## config.mk

```make
export PLATFORM = sky130hd
export DESIGN_NAME = mem_arbiter
export DESIGN_NICKNAME = d
export VERILOG_FILES = /design/src/rtl/mem_arbiter.sv
export SDC_FILE = /design/constraint.sdc
export NUM_CORES = 1
export LEC_CHECK = 0
export ABC_CLOCK_PERIOD_IN_PS = 11400
export CORE_AREA = 2 2 130 132
export CTS_BUF_LIST = sky130_fd_sc_hd__clkbuf_16
export CTS_CLUSTER_SIZE = 12
export DETAILED_ROUTE_END_ITERATION = 6
export DIE_AREA = 0 0 132 134
export HOLD_SLACK_MARGIN = 0.15
export PLACE_DENSITY = 0.92
export SYNTH_ARGS = -nofsm -noshare
export SYNTH_HDL_FRONTEND = slang
export SYNTH_SLANG_ARGS = --single-unit
```

## constraint.sdc

```tcl
create_clock -name clk -period 11.4 [get_ports clk]
set_clock_uncertainty 0.15 [all_clocks]
set_input_delay 1.71 -clock clk [delete_from_list [all_inputs] [get_ports clk]]
set_output_delay 1.71 -clock clk [all_outputs]
set_load 0.05 [all_outputs]
```

## src/rtl/mem_arbiter.sv

```systemverilog
// Single-port unified memory arbiter for the I-fetch and D-access ports: one access at a time, D before I with a starvation guard.
// Optional MEM_ARB_PERF_EN builds saturating stall-cycle counters on perf_i_wait / perf_d_wait.
module mem_arbiter #(
    parameter int AW         = 32,
    parameter int DW         = 32,
    parameter int LATENCY    = 2,
    parameter int STARVE_MAX = 4
) (
    input  logic          clk,
    input  logic          reset,
    input  logic          i_req,
    input  logic [AW-1:0] i_addr,
    output logic          i_ready,
    output logic [DW-1:0] i_rdata,
    output logic          i_stall,
    input  logic          d_req,
    input  logic          d_we,
    input  logic [AW-1:0] d_addr,
    input  logic [DW-1:0] d_wdata,
    output logic          d_ready,
    output logic [DW-1:0] d_rdata,
    output logic          d_stall,
    output logic          mem_en,
    output logic          mem_we,
    output logic [AW-1:0] mem_addr,
    output logic [DW-1:0] mem_wd,
    input  logic [DW-1:0] mem_rd,
    output logic [31:0]   perf_i_wait,
    output logic [31:0]   perf_d_wait
);

    localparam int              SW         = $clog2(STARVE_MAX + 1);
    localparam logic [3:0]      CNT_INIT   = 4'(LATENCY - 1);
    localparam logic [SW-1:0]   STREAK_MAX = SW'(STARVE_MAX);

    typedef enum logic [1:0] {
        IDLE   = 2'd0,
        ACCESS = 2'd1,
        RESP   = 2'd2
    } state_t;

    state_t        state_r;
    state_t        state_s;
    logic [3:0]    cnt_r;
    logic          win_d_r;
    logic          we_r;
    logic [AW-1:0] addr_r;
    logic [DW-1:0] wdata_r;
    logic [DW-1:0] i_rdata_r;
    logic [DW-1:0] d_rdata_r;
    logic [SW-1:0] d_streak_r;
    logic          mem_en_r;
    logic          mem_we_r;
    logic          i_ready_r;
    logic          d_ready_r;
    logic          starve_s;
    logic          d_grant_s;
    logic          i_grant_s;

    // I is forced through once D has won STARVE_MAX times in a row over a waiting fetch
    assign starve_s  = i_req & (d_streak_r == STREAK_MAX);
    assign d_grant_s = d_req & ~starve_s;
    assign i_grant_s = i_req & ~d_grant_s;

    // State register
    always_ff @(posedge clk or posedge reset) begin
        if (reset) begin
            state_r <= IDLE;
        end else begin
            state_r <= state_s;
        end
    end

    // Next-state logic
    always_comb begin
        state_s = state_r;
        case (state_r)
            IDLE: begin
                if (i_req | d_req) begin
                    state_s = ACCESS;
                end else begin
                    state_s = IDLE;
                end
            end
            ACCESS: begin
                if (cnt_r == 4'd0) begin
                    state_s = RESP;
                end else begin
                    state_s = ACCESS;
                end
            end
            RESP:    state_s = IDLE;
            default: state_s = IDLE;
        endcase
    end

    // Grant latching, latency countdown, response capture and streak tracking
    always_ff @(posedge clk or posedge reset) begin
        if (reset) begin
            cnt_r      <= 4'd0;
            win_d_r    <= 1'b0;
            we_r       <= 1'b0;
            addr_r     <= {AW{1'b0}};
            wdata_r    <= {DW{1'b0}};
            i_rdata_r  <= {DW{1'b0}};
            d_rdata_r  <= {DW{1'b0}};
            d_streak_r <= {SW{1'b0}};
        end else begin
            case (state_r)
                IDLE: begin
                    if (d_grant_s) begin
                        win_d_r <= 1'b1;
                        we_r    <= d_we;
                        addr_r  <= d_addr;
                        wdata_r <= d_wdata;
                        cnt_r   <= CNT_INIT;
                        if (!i_req) begin
                            d_streak_r <= {SW{1'b0}};
                        end else if (d_streak_r != STREAK_MAX) begin
                            d_streak_r <= d_streak_r + SW'(1'b1);
                        end else begin
                            d_streak_r <= d_streak_r;
                        end
                    end else if (i_grant_s) begin
                        win_d_r    <= 1'b0;
                        we_r       <= 1'b0;
                        addr_r     <= i_addr;
                        wdata_r    <= {DW{1'b0}};
                        cnt_r      <= CNT_INIT;
                        d_streak_r <= {SW{1'b0}};
                    end else begin
                        cnt_r <= cnt_r;
                    end
                end
                ACCESS: begin
                    if (cnt_r != 4'd0) begin
                        cnt_r <= cnt_r - 4'd1;
                    end else if (win_d_r) begin
                        d_rdata_r <= we_r ? {DW{1'b0}} : mem_rd;
                    end else begin
                        i_rdata_r <= mem_rd;
                    end
                end
                RESP:    cnt_r <= 4'd0;
                default: cnt_r <= 4'd0;
            endcase
        end
    end

    // Output strobes registered from the next state so they align with the state they describe
    always_ff @(posedge clk or posedge reset) begin
        if (reset) begin
            mem_en_r  <= 1'b0;
            mem_we_r  <= 1'b0;
            i_ready_r <= 1'b0;
            d_ready_r <= 1'b0;
        end else begin
            mem_en_r  <= (state_s == ACCESS);
            mem_we_r  <= (state_r == IDLE) & (state_s == ACCESS) & d_grant_s & d_we;
            i_ready_r <= (state_s == RESP) & ~win_d_r;
            d_ready_r <= (state_s == RESP) & win_d_r;
        end
    end

    assign mem_en   = mem_en_r;
    assign mem_we   = mem_we_r;
    assign mem_addr = addr_r;
    assign mem_wd   = wdata_r;
    assign i_ready  = i_ready_r;
    assign d_ready  = d_ready_r;
    assign i_rdata  = i_rdata_r;
    assign d_rdata  = d_rdata_r;
    assign i_stall  = i_req & ~i_ready_r;
    assign d_stall  = d_req & ~d_ready_r;

`ifdef MEM_ARB_PERF_EN
    logic [31:0] perf_i_r;
    logic [31:0] perf_d_r;

    // Saturating stall-cycle counters
    always_ff @(posedge clk or posedge reset) begin
        if (reset) begin
            perf_i_r <= 32'd0;
            perf_d_r <= 32'd0;
        end else begin
            if (i_stall && (perf_i_r != 32'hFFFF_FFFF)) begin
                perf_i_r <= perf_i_r + 32'd1;
            end
            if (d_stall && (perf_d_r != 32'hFFFF_FFFF)) begin
                perf_d_r <= perf_d_r + 32'd1;
            end
        end
    end

    assign perf_i_wait = perf_i_r;
    assign perf_d_wait = perf_d_r;
`else
    assign perf_i_wait = 32'd0;
    assign perf_d_wait = 32'd0;
`endif

endmodule

```

==> results.cfg, run 1 <==
[critical_path]
critPathLaunchType = primary input
critical_path.endpoint_type = output pin
ff2ff_path_depth = 5
worst_path_max_delay_cell = clkdlybuf4s50_1
critPathKind = primary input to output pin
crit_chain = clkdlybuf4s50_1 > buf_4 > nor2b_1 > clkdlybuf4s50_1
crit_top_cell = clkdlybuf4s50_1
rr_endpoint = d_rdata[16]
cp_max_fo = 37
arrival_ns = 3.58
r2r_slack_ns = 8.83
cp_data_required_time_ns = 9.54
worstReg2RegStart = cnt_r[0]
cpPeakStageDelay_ns = 0.82

[cells_and_area]
fill_cells = 1320
diodes = 0
fin_nets = 941
multiInputGateArea_um2 = 2540
register_area_um2 = 3580
area_growth_pct = 48.1
drive_above_1_share = 0.134

[clock_tree]
cts_setup_buffers = 0
cts.repair.resized = 0
cts_tree = yes
clk_pin_slew_worst_paths_ns = 0.06
root_buffer = clkbuf_16
cts_hold_buf = 0
clockBufferDepth = 2
numCtsBuffers = 17
htree_levels = 4
clk_latency_ns = 0.40
cts_sinks = 143

[sta]
rsz0062_at_grt = false
setup_viol = 0
fmax_ghz = 0.184
whs_ns = 0.350
fin_setup_tns_ns = 0
hold_viol = 0
tightestPinTransition_ns = 1.24
period_share = 0.477
final.min_clock_period_ns = 5.44
relSlewSlack = 0.176
finalMaxSlewViolations = 0

[routing]
drtIter0Drc = 239
first_pass_iters = 4
ant_nets = 0
drc = 0
avgRoutedWirePerCell_um = 17.5
routed_wirelength_um = 18100
vias = 5262
viasPerCell = 5.08

[synth]
synth_cells = 559
synth-compound-area-share = 0.119
synth_top_area_frac = 0.543
synth-simple-area-share = 0.107
ys_warn_count = 0
ys_seq_area_frac = 0.543
synth_top_cell_by_area = dfrtp_1
synth_xor_area_frac = 0.00133
synthArstFlopShare = 1.00
synth_top_family_by_area = compound AO/OA/AOI/OAI gates
synth-adder-area-share = 0.00759
synth_edf_count = 0
avgSynthCellArea_um2 = 11.8
synthTopCellsByArea = dfrtp_1 54%, mux2_2 11%, buf_4 7.4%
synth.ff_latch_count = 143
synth_flop_cell = dfrtp_1
synthesis.area_um2 = 6590
synthMuxAreaShare = 0.113
ys_types = 34

[pwr]
clkPwrFrac = 0.171
power_switching_mw = 1.62
power.internal_mw = 1.79
p_leak_nw = 4.10
switching_share = 0.475
power_frac_comb = 0.565
peakVddDrop_uv = 180
power_per_cell_area_nw_per_um2 = 350
p_seq_frac = 0.264

[min_path]
holdCritPathClass = flop to flop
min_path_cells = 1
hp-start = mem_wd[19]
whs_endpoint = mem_wd[19]

[floorplan]
design.core.area_um2 = 16300
die_w_um = 132
die_area_um2 = 17700
die_h_um = 134
num_rows = 47
initial_core_util = 0.405
pin_count = 331

[global_routing]
grt_usage = 0.202
grt_max_degree = 86
gr-total-overflow = 0
grt_pass1_wl_um = 28500
grt_pass1_vias = 5399
antenna_found_initial = 0

[run]
max-cap-violations = 0

[status]
outcome = finished clean

[placement]
place_hpwl_um = 12500
globalplace.congestion = 0.770
port_buffers = 266
power groups by stage:
stage	logic, mW	clock network (mW)	registers (mW)
after global placement	1.91	0	0.894
final	1.93	0.584	0.901
after CTS	1.94	0.598	0.902
after global routing	2.01	0.622	0.931
after floorplan	0.558	0	1.66
after detailed placement	1.94	0	0.906
worst max-delay path: cells and delay by family:
kind	cells	cell delay [ns]
buffers and inverters	3	1.63
AND/OR/NAND/NOR	1	0.22
cells in the final DEF (no fill, tap or decap), types with 4 or more instances in the layout:
cell / instances
conb_1: 64
clkdlybuf4s50_1: 266
buf_4: 8
o211ai_1: 32
a22o_1: 33
inv_1: 7
inv_6: 4
clkbuf_16: 17
mux2_2: 64
dfrtp_1: 143
ha_1: 4
nor2b_1: 35
nand3_1: 33
bufinv_16: 4
nand4_1: 32
o21ai_0: 34
area by class of cell:
cell class	count	area share
multi-input combinational	362	0.261
sequential	143	0.366
tap	220	0.0282
inverter	6	0.00282
clock inverter	14	0.0196
timing repair buffer	274	0.279
clock buffer	17	0.0436
state kept, by name, summed over array words and instances, names as in the netlist:
name and count:
win_d_r 1, mem_addr 32, mem_en 1, d_ready 1, state_r 2, i_rdata 32
d_rdata 32, i_ready 1, we_r 1, mem_we 1, cnt_r 4, d_streak_r 3
mem_wd 32
cells by family (layout without fill, tap and decap cells):
kind of cell	after synthesis	count (layout)
and+or+nand+nor	117	117
AOI/OAI and AO/OA	110	110
other	1	64
buffers and inverters	117	311
adders and majority gates	4	4
DFF	143	143
muxes	66	66
xor gates and xnor gates	1	1
per-stage QoR:
| step | setup WS, ns | cell area [µm²] | util | instances | power (mW) |
|---|---|---|---|---|---|
| floorplan | 5.70 | 6830 | - | 622 | 2.22 |
| global placement | 5.95 | 9150 | 0.562 | 1005 | 2.80 |
| detailed placement | 5.97 | 9150 | 0.562 | 1005 | 2.85 |
| CTS | 5.97 | 9760 | 0.599 | 1036 | 3.45 |
| global route | 5.89 | 9760 | 0.599 | 1036 | 3.57 |
| finish | 5.96 | 9760 | 0.599 | 1036 | 3.42 |
routing by layer:
metal / global-route usage / wire length (µm) / up-vias
li1: - / - / 2375
met1: 0.238 / 7090 / 2587
met2: 0.352 / 9280 / 270
met3: 0.0552 / 1280 / 30
met4: 0.0779 / 424 / 0
met5: 0 / 0 / -
synth_stat cells (3+ instances only):
cell      number
nand3_1       34
and2_1         3
ha_1           4
clkbuf_1      30
inv_1          6
a22o_1        33
buf_4         65
dfrtp_1      143
buf_2         12
o211ai_1      32
nor2b_1       35
o21ai_0       34
mux2_2        64
nand4_1       32
a32o_1         3
nor2_1         4
buf_6          3
worst max-delay path by stage:
| stage | start | endpoint | slack (ns) | cells after the start |
|---|---|---|---|---|
| after floorplan | reset | cnt_r[0] | 5.70 | 1 |
| final | d_req | d_stall | 5.96 | 4 |
| after detailed placement | d_req | d_stall | 5.97 | 4 |
| after CTS | d_req | d_stall | 5.97 | 4 |
| after global placement | d_req | d_stall | 5.95 | 4 |
| after global routing | d_req | d_stall | 5.89 | 4 |
Power figures use the tool's default switching activity.
==> run 2: changes to the inputs <==
==> config.mk (replaced) <==
export PLATFORM = sky130hd
export DESIGN_NAME = mem_arbiter
export DESIGN_NICKNAME = d
export VERILOG_FILES = /design/src/rtl/mem_arbiter.sv
export SDC_FILE = /design/constraint.sdc
export NUM_CORES = 1
export LEC_CHECK = 0
export ABC_CLOCK_PERIOD_IN_PS = 5450
export CORE_MARGIN = 2
export CORE_UTILIZATION = 41
export CTS_BUF_LIST = sky130_fd_sc_hd__clkbuf_16
export CTS_CLUSTER_SIZE = 12
export DETAILED_ROUTE_END_ITERATION = 6
export HOLD_SLACK_MARGIN = 0.15
export PLACE_DENSITY = 0.93
export SYNTH_ARGS = -nofsm -noshare
export SYNTH_HDL_FRONTEND = slang
export SYNTH_SLANG_ARGS = --single-unit
==> constraint.sdc (replaced) <==
create_clock -name clk -period 5.45 [get_ports clk]
set_clock_uncertainty 0.15 [all_clocks]
set_input_delay 0.8175 -clock clk [delete_from_list [all_inputs] [get_ports clk]]
set_output_delay 0.8175 -clock clk [all_outputs]
set_load 0.05 [all_outputs]
==> results.cfg, run 2 (synthesized netlist as in run 1, its figures left out) <==
[pwr]
switching_share = 0.481
peakVddDrop_uv = 357
power.internal_mw = 3.67
p_leak_nw = 4.09
power_switching_mw = 3.40
clkPwrFrac = 0.164
power_per_cell_area_nw_per_um2 = 726
power_frac_comb = 0.569
p_seq_frac = 0.267
total_power_mw = 7.07

[global_routing]
antenna_found_initial = 0
use_met3 = 0.0684
grt_usage = 0.206
grt_pass1_vias = 5181
use_met2 = 0.348
grt_pass1_wl_um = 27000
busiest_layer = met2
use_met1 = 0.243
grt_max_degree = 69
gr-total-overflow = 0

[floorplan]
die_w_um = 131
design.core.area_um2 = 15800
initial_core_util = 0.418
pin_count = 331
die_area_um2 = 17100
die_h_um = 131
num_rows = 46

[sta]
relSlewSlack = 0.184
period_share = 0.633
hold_viol = 0
final.min_clock_period_ns = 3.45
fmax_ghz = 0.290
finalMaxSlewViolations = 0
fin_setup_tns_ns = 0
tightestPinTransition_ns = 1.22
setup_viol = 0
rsz0062_at_grt = false

[routing]
routed_wirelength_um = 17900
drtIter0Drc = 279
first_pass_iters = 5
viasPerCell = 5.04
vias = 5210
ant_nets = 0
avgRoutedWirePerCell_um = 17.3
drc = 0

[clock_tree]
cts_setup_buffers = 0
clockBufferDepth = 2
htree_levels = 4
numCtsBuffers = 17
cts_hold_buf = 0
cts_tree = yes
cts.repair.resized = 0
clk_latency_ns = 0.42
root_buffer = clkbuf_16
clk_pin_slew_worst_paths_ns = 0.06
cts_sinks = 143

[run]
max-cap-violations = 0

[critical_path]
cp_data_required_time_ns = 4.48
crit_chain = clkdlybuf4s50_1 > nor2b_1 > clkdlybuf4s50_1
worst_path_max_delay_cell = clkdlybuf4s50_1
cpPeakStageDelay_ns = 0.82
r2r_slack_ns = 2.72
crit_top_cell = clkdlybuf4s50_1
critPathKind = primary input to output pin
critical_path.endpoint_type = output pin
critPathBufInv = 2
crit_family = buffers and inverters
critPathLaunchType = primary input
cp_max_fo = 7
arrival_ns = 2.48

[cells_and_area]
final_cell_mix = 266 x clkdlybuf4s50_1, 143 x dfrtp_1, 64 x mux2_2, 64 x conb_1, 35 x nor2b_1
fill_cells = 1246
area_growth_pct = 47.7
diodes = 0
fin_nets = 942
layout_commonest_cell = clkdlybuf4s50_1
drive_above_1_share = 0.137

[placement]
port_buffers = 266
globalplace.congestion = 0.824
place_hpwl_um = 12500

[status]
outcome = finished clean

[min_path]
holdCritPathClass = flop to flop
run 2: per-stage QoR:
stage	hold WS [ns]	instances	setup slack, ns	area, µm²	util
6_report	0.333	1034	2.00	9740	0.617
5_1_grt	0.349	1034	1.95	9740	0.617
3_5_place_dp	0.325	1002	1.84	9150	0.580
3_3_place_gp	0.318	1002	1.93	9150	0.580
2_1_floorplan	0.341	622	0.645	6830	-
4_1_cts	0.338	1034	1.99	9740	0.617
run 2: routing by layer:
| layer | vias to the layer above | routed length [µm] | share of wire |
|---|---|---|---|
| met1 | 2576 | 6830 | 0.38 |
| met3 | 28 | 1290 | 0.072 |
| met2 | 222 | 9370 | 0.52 |
| met5 | - | 0 | 0 |
| met4 | 0 | 390 | 0.022 |
| li1 | 2384 | - | - |
run 2: worst paths after layout:
| check | depth (start not counted) | from | to |
|---|---|---|---|
| worst max-delay path | 3 | i_req | i_stall |
| worst min register to register | 1 | i_rdata[24] | i_rdata[24] |
| worst min-delay path | 1 | i_rdata[24] | i_rdata[24] |
| worst max register to register | 5 | d_streak_r[0] | mem_addr[3] |
| max in group asynchronous | 3 | reset | i_rdata[8] |
| min in group asynchronous | 2 | reset | d_rdata[26] |
run 2: area by class of cell:
| class | instances | area (µm²) | share of cell area |
|---|---|---|---|
| Clock buffer | 17 | 425 | 0.0437 |
| Timing Repair Buffer | 275 | 2730 | 0.280 |
| Tap cell | 216 | 270 | 0.0278 |
| Sequential cell | 143 | 3580 | 0.368 |
| Clock inverter | 15 | 161 | 0.0166 |
| Multi-Input combinational cell | 362 | 2540 | 0.261 |
| Inverter | 6 | 27.5 | 0.00283 |
run 2: power by group through the flow:
stage	sequential, mW	combinational, mW	clock, mW
floorplan	3.48	1.17	0
global placement	1.87	3.99	0
detailed placement	1.89	4.05	0
CTS	1.89	4.05	1.18
global route	1.95	4.22	1.23
finish	1.89	4.02	1.16
